===== config.mk =====
export PLATFORM = sky130hd
export DESIGN_NAME = bias_loader
export DESIGN_NICKNAME = d
export VERILOG_FILES = /design/src/rtl/bias_loader.sv
export SDC_FILE = /design/constraint.sdc
export NUM_CORES = 1
export LEC_CHECK = 0
export BUFFER_PORTS_ARGS = -buffer_cell sky130_fd_sc_hd__buf_2
export CORE_AREA = 3 3 58 71
export DETAILED_ROUTE_END_ITERATION = 6
export DIE_AREA = 0 0 61 74
export GPL_TIMING_DRIVEN = 0
export PLACE_DENSITY = 0.79
export SKIP_LAST_GASP = 1
export SLEW_MARGIN = 20
export SYNTH_ARGS = -nofsm -noshare
export SYNTH_HDL_FRONTEND = slang
export SYNTH_SLANG_ARGS = --single-unit
export TNS_END_PERCENT = 10

===== constraint.sdc =====
create_clock -name clk_i -period 2.7 [get_ports clk_i]
set_input_delay 0.54 -clock clk_i [delete_from_list [all_inputs] [get_ports clk_i]]
set_output_delay 0.54 -clock clk_i [all_outputs]
set_load 0.01 [all_outputs]

===== src/rtl/bias_loader.sv =====
// Bias RAM loader: streams DEPTH bytes over valid/ready into a registered RAM write port,
// tracking completion, a sticky loaded flag and an additive checksum per session.
module bias_loader #(
  parameter int unsigned DEPTH  = 10,
  parameter int unsigned ADDR_W = 10,
  parameter int unsigned DATA_W = 8
) (
  input  logic              clk_i,
  input  logic              reset_ni,
  input  logic              start_i,
  input  logic [DATA_W-1:0] data_i,
  input  logic              valid_i,
  output logic              ready_o,
  output logic              wr_en_o,
  output logic [ADDR_W-1:0] wr_addr_o,
  output logic [DATA_W-1:0] wr_data_o,
  output logic              busy_o,
  output logic              done_o,
  output logic              loaded_o,
  output logic [DATA_W-1:0] checksum_o
);

  localparam logic [ADDR_W-1:0] LAST_ADDR = ADDR_W'(DEPTH - 1);

  typedef enum logic [1:0] {
    IDLE = 2'd0,
    LOAD = 2'd1,
    DONE = 2'd2
  } state_t;

  state_t            state_q;
  logic [ADDR_W-1:0] count_q;
  logic              wr_en_q;
  logic [ADDR_W-1:0] wr_addr_q;
  logic [DATA_W-1:0] wr_data_q;
  logic [DATA_W-1:0] checksum_q;
  logic              loaded_q;

  // Session control and write-port registers
  always_ff @(posedge clk_i or negedge reset_ni) begin
    if (!reset_ni) begin
      state_q    <= IDLE;
      count_q    <= '0;
      wr_en_q    <= 1'b0;
      wr_addr_q  <= '0;
      wr_data_q  <= '0;
      checksum_q <= '0;
      loaded_q   <= 1'b0;
    end else begin
      wr_en_q <= 1'b0;
      unique case (state_q)
        IDLE: begin
          if (start_i) begin
            state_q    <= LOAD;
            count_q    <= '0;
            checksum_q <= '0;
            loaded_q   <= 1'b0;
          end
        end
        LOAD: begin
          if (valid_i) begin
            wr_en_q    <= 1'b1;
            wr_addr_q  <= count_q;
            wr_data_q  <= data_i;
            checksum_q <= checksum_q + data_i;
            // Park the counter at zero after the last entry so it never addresses past DEPTH-1
            if (count_q == LAST_ADDR) begin
              count_q <= '0;
              state_q <= DONE;
            end else begin
              count_q <= count_q + ADDR_W'(1);
            end
          end
        end
        DONE: begin
          loaded_q <= 1'b1;
          state_q  <= IDLE;
        end
        default: state_q <= IDLE;
      endcase
    end
  end

  // Status decodes of the state register
  assign ready_o    = (state_q == LOAD);
  assign busy_o     = (state_q == LOAD);
  assign done_o     = (state_q == DONE);
  assign wr_en_o    = wr_en_q;
  assign wr_addr_o  = wr_addr_q;
  assign wr_data_o  = wr_data_q;
  assign loaded_o   = loaded_q;
  assign checksum_o = checksum_q;

endmodule

## After elaboration in Yosys (flattened, before gate mapping)

Cells that the tools add are included.

- Flip-flop bits (word level): 40
- Bits in latches: 0
- Memory bits (writable): 0
- Bits in read-only memories: 0
- Memories kept: 0

- $add $sub $neg: 2
- Multiply operators: 0
- Divide/modulo/power cells: 0
- Order comparisons: 0
- Eq/ne operators: 6
- Shifts and indexed selects: 0
- Mux-type cells: 15
- Bitwise logic cells: 0
- Reductions and logical operators: 7

Operators by type and width:

| kind | count |
|---|---|
| two-way mux 10 bit | 3 |
| case mux 10 bit (2 select lines) | 1 |
| two-way mux 8 bit | 2 |
| case mux 8 bit (2 select lines) | 1 |
| adder 10 x 1 -> 10 bit, second input constant | 1 |
| equality test 10 x 4 -> 1 bit, second input constant | 1 |
| adder 8 bit | 1 |
| two-way mux 2 bit | 3 |
| AND reduction 3 bit | 2 |
| inequality test 2 bit, second input constant | 2 |
| case mux 2 bit (2 select lines) | 1 |
| AND reduction 2 bit | 2 |
| nonzero test 2 bit | 2 |
| two-way mux 1 bit | 3 |
| equality test 2 x 1 -> 1 bit, second input constant | 1 |
| equality test 2 bit, second input constant | 1 |
| logical NOT 2 bit | 1 |
| inequality test 2 x 1 -> 1 bit, second input constant | 1 |
| case mux 1 bit (2 select lines) | 1 |

## Depth between registers and ports, before layout

Gate-level depths: netlist of the first run.

- Word-level depth: 4
- Gate-level depth with buffers: 7
- Gate-level depth less buffers: 7

## Least setup slack after synthesis of the first run

No wires, ideal clock.

- Path kind: input -> register
- From: input port data_i[3]
- To: register checksum_q[7], in the netlist checksum_o[7]
- Arrival: 1.783 ns
- Data required time: 2.567 ns
- Slack: 0.784 ns
- Stages on the path: 6
- Path through: ha_1 nand3_1 o211ai_1 nor4_1 a2111oi_0 nor2_1

- Cells in the longest elaborated chain, start to end: 3

RTL lines:

| what | line | source |
|---|---|---|
| start: declaration | 11 | `input logic [DATA_W-1:0] data_i,` |
| adder 8 bit | 65 | `checksum_q <= checksum_q + data_i;` |
| two-way mux 8 bit | 61 | `if (valid_i) begin` |
| case mux 8 bit (2 select lines) | 51 | `unique case (state_q)` |
| end signal: assignment | 65 |  |
| end: declaration | 36 | `logic [DATA_W-1:0] checksum_q;` |

No other way between the ends. The select of a mux whose other input is x is not followed.
A chain may end at the register's enable or synchronous reset.

## Worst setup path in the final report of the first run

- From: register state_q[0]
- To: output port ready_o

- Cells in the longest elaborated chain, start to end: 1

RTL lines:

| what | line | source |
|---|---|---|
| start: declaration | 31 | `state_t state_q;` |
| start signal: assignment | 42 | `state_q <= IDLE;` |
| start signal: assignment | 54 | `state_q <= LOAD;` |
| start signal: assignment | 69 | `state_q <= DONE;` |
| equality test 2 x 1 -> 1 bit | 85 | `assign ready_o = (state_q == LOAD);` |
| end: declaration | 13 | `output logic ready_o,` |

No other way between the ends.

==> reports/metrics.yaml, run 1 <==
run_status: "finished clean"
powerDensity_nw_per_um2: 1050
rsz0062_at_grt: "false"
p_int_mw: 1.51
combPwrFrac_pct: 42.1
grt_pass1_vias: 1524
antenna_left: 0
cts_hold_buffers: 0
avgSynthCellArea_um2: 9.97
pwr-share-clk_pct: 19.6
power_leakage_nw: 1.19
post-cts-setup-buffer-count: 0
die_area_um2: 4510
drc: 0
n_antenna_cell: 0
fin_skew_ns: 0.00480
setup_viol: 0
fin_ws_ns: 0.509
yosysTopAreaCellShare_pct: 50.2
antenna_found_initial: 0
ys_warn_count: 0
synth_commonest_cells: "47 x nand2_1, 40 x dfrtp_1, 11 x nor2_1, 11 x o21ai_0, 9 x ha_1"
portBuffers: 42
yosysUniqueCellTypes: 43
drt_first_pass_iters: 4
max_slew.worst_pin.slew_ns: 0.869
critPathCaptureType: "output pin"
min_period_ns: 2.19
synth.cell_area_um2: 1990
ys.flop_type: "dfrtp_1"
path_cells: "nor2b_1 > buf_4 > buf_2"
synthCells: 200
critPathRequiredTime_ns: 2.16
seqPwrFrac_pct: 38.3
cp_max_fo: 6
cts_tree: "built"
start_util_pct: 55.8
grt_max_degree: 41
synth.most_common_cell: "nand2_1"
htreeDepth: 2
area_delta_synth_final_pct: 18.6
insertion_delay_ns: 0.29
row_count: 24
synth_top_cell_by_area: "dfrtp_1"
wirelength_um: 4090
fmax_mhz: 456
cp-start-kind: "flop"
async_flop_share_pct: 100
synth.net_count: 222
ys_seq_area_share_pct: 50.2
overflow: 0
cts.repair.resized: 0
wl_met1_um: 1720
track_usage_pct: 19.9
io-pin-count: 43
cts_sinks: 40
critPathMaxStageDelay_ns: 0.60
synth_seq_cells: 40
num_vias: 1583
finalNetCount: 271
topRoutingLayerUsed: "met4"
post-route-util_pct: 66.1
finalPower_mw: 2.47
dp_hpwl_um: 2950
netSwitchingFraction_pct: 39.0
drv_slew: 0
worstHoldPathType: "in2async"
finalHoldViolCount: 0
cts_root_buf: "clkbuf_8"
cp.arrival_ns: 1.65
wl_met3_um: 159
clock_path_buffers: 2
path_clk_slew_ns: 0.08
max_slew_margin_pct: 42.1
p_sw_uw: 964
min_period_over_period_pct: 81.2
fillers: 291
cts_made_buffers: 5
maxCapViolations: 0
ir_drop_mv: 0.533
met2_wirelength_um: 2110
design.core.area_um2: 3570
drt_iter0_drc: 76
grt_pass1_wl_um: 6670
yosys-top-cells-area: "dfrtp_1 50%, nand2_1 8.9%, ha_1 5.6%"
path_class: "reg2out"
layout-drive-gt1-share_pct: 26.0
synth_edf_count: 0
die_h_um: 74
wl_per_cell_um: 14.2
preCtsSetupSlack_ns: 0.518
vias_per_cell: 5.48
die_x_um: 61
place_congestion: 0.862
tns_ns: 0
cp_slowest_cell: "nor2b_1"
[power groups by stage]
stage          sequential (mW)  combinational [mW]  clock (mW)
6_report                 0.947                1.04       0.485
5_1_grt                  0.977                1.18       0.516
4_1_cts                  0.948                1.05       0.493
3_5_place_dp             0.960                1.04           0
3_3_place_gp             0.950                1.01           0
2_1_floorplan             1.01               0.643           0
[worst max-delay path, delay by kind of cell (launching register included)]
family,cells,cell delay [ns]
simple gates,1,0.60
flops,1,0.43
buf+inv,2,0.33
[state kept, by name, summed over array words and instances (netlist names)]
signal,cells
count_q,10
wr_en_o,1
loaded_o,1
state_q,2
checksum_o,8
wr_addr_o,10
wr_data_o,8
[cell families after synthesis]
group / count (synthesis) / synth area share (%)
multiplexers: 7 / 3.96
AO/OA/AOI/OAI: 32 / 11.2
XOR/XNOR: 12 / 5.27
adder cells (fa/ha/maj): 10 / 6.65
AND/OR/NAND/NOR: 86 / 20.0
buffers and inverters: 13 / 2.70
flip-flops: 40 / 50.2
[layout make-up]
class                           count  area (um2)  area share (%)
Tap cell                           39        48.8            2.06
Sequential cell                    40        1000            42.4
Inverter                            6        22.5           0.953
Multi-Input combinational cell    147         938            39.7
Clock buffer                        5        68.8            2.91
Buffer                              7        31.3            1.32
Clock inverter                      3        42.5            1.80
Timing Repair Buffer               42         210            8.89
[cells in the final DEF, fill, tap and decap left out, drive strengths merged, types with 2 or more instances in the layout]
master,instances
o21bai,2
o21ai,12
mux2,7
buf,45
a21oi,6
nor2,11
nor3,3
or3,2
ha,9
nand2,47
xnor2,4
o211ai,2
nand2b,2
nand3,8
or4,2
a21o,3
dfrtp,40
nor2b,2
xor2,8
nand4,4
clkbuf,9
inv,6
[through the flow]
step | instance area [um2] | hold WS, ns | std cells
final | 2360 | 0.357 | 289
after global routing | 2360 | 0.417 | 289
after CTS | 2360 | 0.384 | 289
after detailed placement | 2250 | 0.460 | 281
after floorplan | 1990 | 0.244 | 200
after global placement | 2250 | 0.456 | 281
[worst paths after layout]
check	start	end	slack (ns)	depth (start not counted)
worst max-delay path	state_q[0]	ready_o	0.51	3
worst min-delay path	reset_ni	wr_data_o[3]	0.36	1
worst max register to register	checksum_o[3]	checksum_o[7]	0.75	6
worst min register to register	wr_addr_o[2]	wr_addr_o[2]	0.47	2
max in group asynchronous	reset_ni	checksum_o[0]	1.79	1
min in group clk_i	wr_addr_o[2]	wr_addr_o[2]	0.47	2
[per-layer routing]
metal | global-route usage [%] | vias up
li1 | - | 784
met2 | 34.1 | 39
met1 | 22.9 | 750
met3 | 3.99 | 10
met4 | 10.8 | 0
met5 | 0 | -
Note: power is estimated with default switching activity, not from simulation.
==> inputs of run 2 (changes only) <==
--- a/config.mk
+++ b/config.mk
@@ -6,11 +6,11 @@
 export NUM_CORES = 1
 export LEC_CHECK = 0
 export BUFFER_PORTS_ARGS = -buffer_cell sky130_fd_sc_hd__buf_2
-export CORE_AREA = 3 3 58 71
+export CORE_AREA = 3 3 63 77
 export DETAILED_ROUTE_END_ITERATION = 6
-export DIE_AREA = 0 0 61 74
+export DIE_AREA = 0 0 66 80
 export GPL_TIMING_DRIVEN = 0
-export PLACE_DENSITY = 0.79
+export PLACE_DENSITY = 0.71
 export SKIP_LAST_GASP = 1
 export SLEW_MARGIN = 20
 export SYNTH_ARGS = -nofsm -noshare
==> constraint.sdc (replaced) <==
create_clock -name clk_i -period 1.81 [get_ports clk_i]
set_input_delay 0.362 -clock clk_i [delete_from_list [all_inputs] [get_ports clk_i]]
set_output_delay 0.362 -clock clk_i [all_outputs]
set_load 0.01 [all_outputs]
==> run 2 against run 1 <==
Net effect: non-clock buffer count up 11; die area up 17%; critical endpoint is now checksum_o[7]; register-to-register slack worse by 0.74 ns; sequential cell count unchanged; clock-buffer cell count up 1; largest cell class is now multi-input combinational cells; sequential power up 52%; first-iteration DRC count up 7.9%; hold slack worse by 0.18 ns.
==> reports/metrics.yaml, run 2 (same netlist as run 1, synthesis figures left out) <==
run_status: "finished clean"  # unchanged
globalRouteMet1Util_pct: 20.4  # was 22.9%
clock_path_buffers: 2  # unchanged
max_slew_margin_pct: 42.5  # was 42.1%
path_buf_inv: 1  # was 2
cp_max_fo: 4  # was 6
endpoint: "checksum_o[7]"  # was ready_o
cts_made_buffers: 5  # unchanged
num_vias: 1676  # was 1583
r2r_slack_ns: 0.01  # was 0.75 ns
path_clk_slew_ns: 0.08  # about the same
placedInstanceArea_um2: 2270  # was 2250 um2
cp_slowest_cell: "dfrtp_1"  # was nor2b_1
vias_per_cell: 5.29  # was 5.48
design.core.area_um2: 4200  # was 3570 um2
finalHoldViolCount: 0  # unchanged
path_cells: "ha_1 > a21oi_2 > o211ai_1 > buf_4 > a2111oi_1 > nor2_1"  # was nor2b_1 > buf_4 > buf_2
tns_ns: 0  # unchanged
portBuffers: 42  # unchanged
drc: 0  # unchanged
max_slew.worst_pin.slew_ns: 0.863  # was 0.869 ns
n_antenna_cell: 0  # unchanged
drt_iter0_drc: 82  # was 76
drv_slew: 0  # unchanged
min_period_over_period_pct: 99.3
track_usage_pct: 17.7  # was 19.9%
die_x_um: 66  # was 61 um
final_cell_mix: "47 x nand2_1, 43 x buf_2, 36 x dfrtp_1"  # was 47 x nand2_1, 43 x buf_2, 40 x dfrtp_1
row_count: 26  # was 24
worst-path-stages: 6  # was 3
ir_drop_mv: 0.707  # was 0.533 mV
antenna_left: 0  # unchanged
layout-drive-gt1-share_pct: 34.9  # was 26.0%
io-pin-count: 43  # unchanged
cpLargestDelayFamily: "compound AO/OA/AOI/OAI gates"  # was simple AND/OR/NAND/NOR gates
finalPower_mw: 3.96  # was 2.47 mW
grt_pass1_wl_um: 7240  # was 6670 um
use_met2_pct: 31.9  # was 34.1%
path_class: "reg2reg"  # was reg2out
die_h_um: 80  # was 74 um
gr-usage-met3_pct: 3.66  # was 3.99%
layout.cells.most_common: "nand2_1"  # unchanged
cts_tree: "built"  # unchanged
instances_no_fill: 317  # was 289
final_area_um2: 2550  # was 2360 um2
reg2reg_to: "checksum_o[7]"  # unchanged
critPathMaxStageDelay_ns: 0.41  # was 0.60 ns
dp_hpwl_um: 3060  # was 2950 um
setup_viol: 0  # unchanged
critPathCaptureType: "flop"  # was output pin
maxCapViolations: 0  # unchanged
cp-start-kind: "flop"  # unchanged
wl_per_cell_um: 14.0  # was 14.2 um
fillers: 341  # was 291
fmax_mhz: 557
min_period_ns: 1.80
worstHoldPathType: "in2async"  # unchanged
place_congestion: 0.790  # was 0.862
overflow: 0  # unchanged
htreeDepth: 2  # unchanged
cts_sinks: 40  # unchanged
finalNetCount: 282  # was 271
power_leakage_nw: 1.25  # was 1.19 nW
cts_hold_buffers: 0  # unchanged
r2r_cells: 6  # unchanged
cts_root_buf: "clkbuf_8"  # unchanged
cp.arrival_ns: 1.96  # was 1.65 ns
fin_skew_ns: 0.00553  # was 0.00480 ns
antenna_found_initial: 0  # unchanged
r2r_start: "checksum_o[1]"  # was checksum_o[3]
die_area_um2: 5280  # was 4510 um2
grt_pass1_vias: 1614  # was 1524
wirelength_um: 4450  # was 4090 um
grt_max_degree: 41  # unchanged
place_inst: 298  # was 281
startpoint: "checksum_o[1]"  # was state_q[0]
holdWs_ns: 0.181  # was 0.357 ns
rsz0062_at_grt: "true"  # was false
powerDensity_nw_per_um2: 1560  # was 1050 nW/um2
area_delta_synth_final_pct: 27.8  # was 18.6%
insertion_delay_ns: 0.29  # about the same
grt.busiest_layer: "met2"  # unchanged
drt_first_pass_iters: 4  # unchanged
start_util_pct: 47.5  # was 55.8%
critPathRequiredTime_ns: 1.97  # was 2.16 ns
==> run 2: cell count changes in the layout (fill, tap and decap cells not counted), sizes merged <==
cell / delta
clkbuf: +2
buf: +10
clkinvlp: -1
==> run 2: layer usage <==
layer | part of all wire, % | wire, um
met1 | 43 | 1890
met2 | 52 | 2290
met3 | 4.2 | 185
met4 | 1.8 | 79
met5 | 0 | 0
==> run 2: final cells by class <==
class                           instances  area (um2)  area share [%]
Timing Repair Buffer                   53         293            11.5
Sequential cell                        40        1010            39.5
Buffer                                  7        32.5            1.28
Multi-Input combinational cell        147        1020            39.9
Tap cell                               56        70.1            2.75
Inverter                                6        22.5           0.884
Clock buffer                            6        72.6            2.85
Clock inverter                          2        35.0            1.38
==> run 2: what timing repair did <==
| action | CTS | global route |
|---|---|---|
| gates resized for setup | 1 | 21 |
| buffers inserted | 1 | 10 |
| pin swaps | 1 | 10 |
| endpoints found under the setup margin | 11 | 23 |
| gates cloned | 0 | 0 |
==> run 2: how the worst min path moves through the flow <==
stage                             from  slack, ns            end
final                         reset_ni       0.18   wr_data_o[4]
after global routing          reset_ni       0.26   wr_data_o[4]
after CTS                     reset_ni       0.23   wr_data_o[3]
after detailed placement  wr_addr_o[8]       0.46   wr_addr_o[8]
after global placement    wr_addr_o[8]       0.46   wr_addr_o[8]
after floorplan               reset_ni       0.07  checksum_o[0]
==> run 2: metrics by stage <==
stage	setup slack (ns)	utilization, %
after floorplan	0.00189	-
after global placement	-0.192	54.2
after detailed placement	-0.226	54.2
after CTS	-0.0988	57.0
after global routing	-0.0956	60.7
final	0.0132	60.7
==> run 2: power breakdown <==
group          switching [mW]  internal [mW]
sequential              0.248           1.19
combinational           0.983          0.834
clock                   0.301          0.409
total                    1.53           2.43
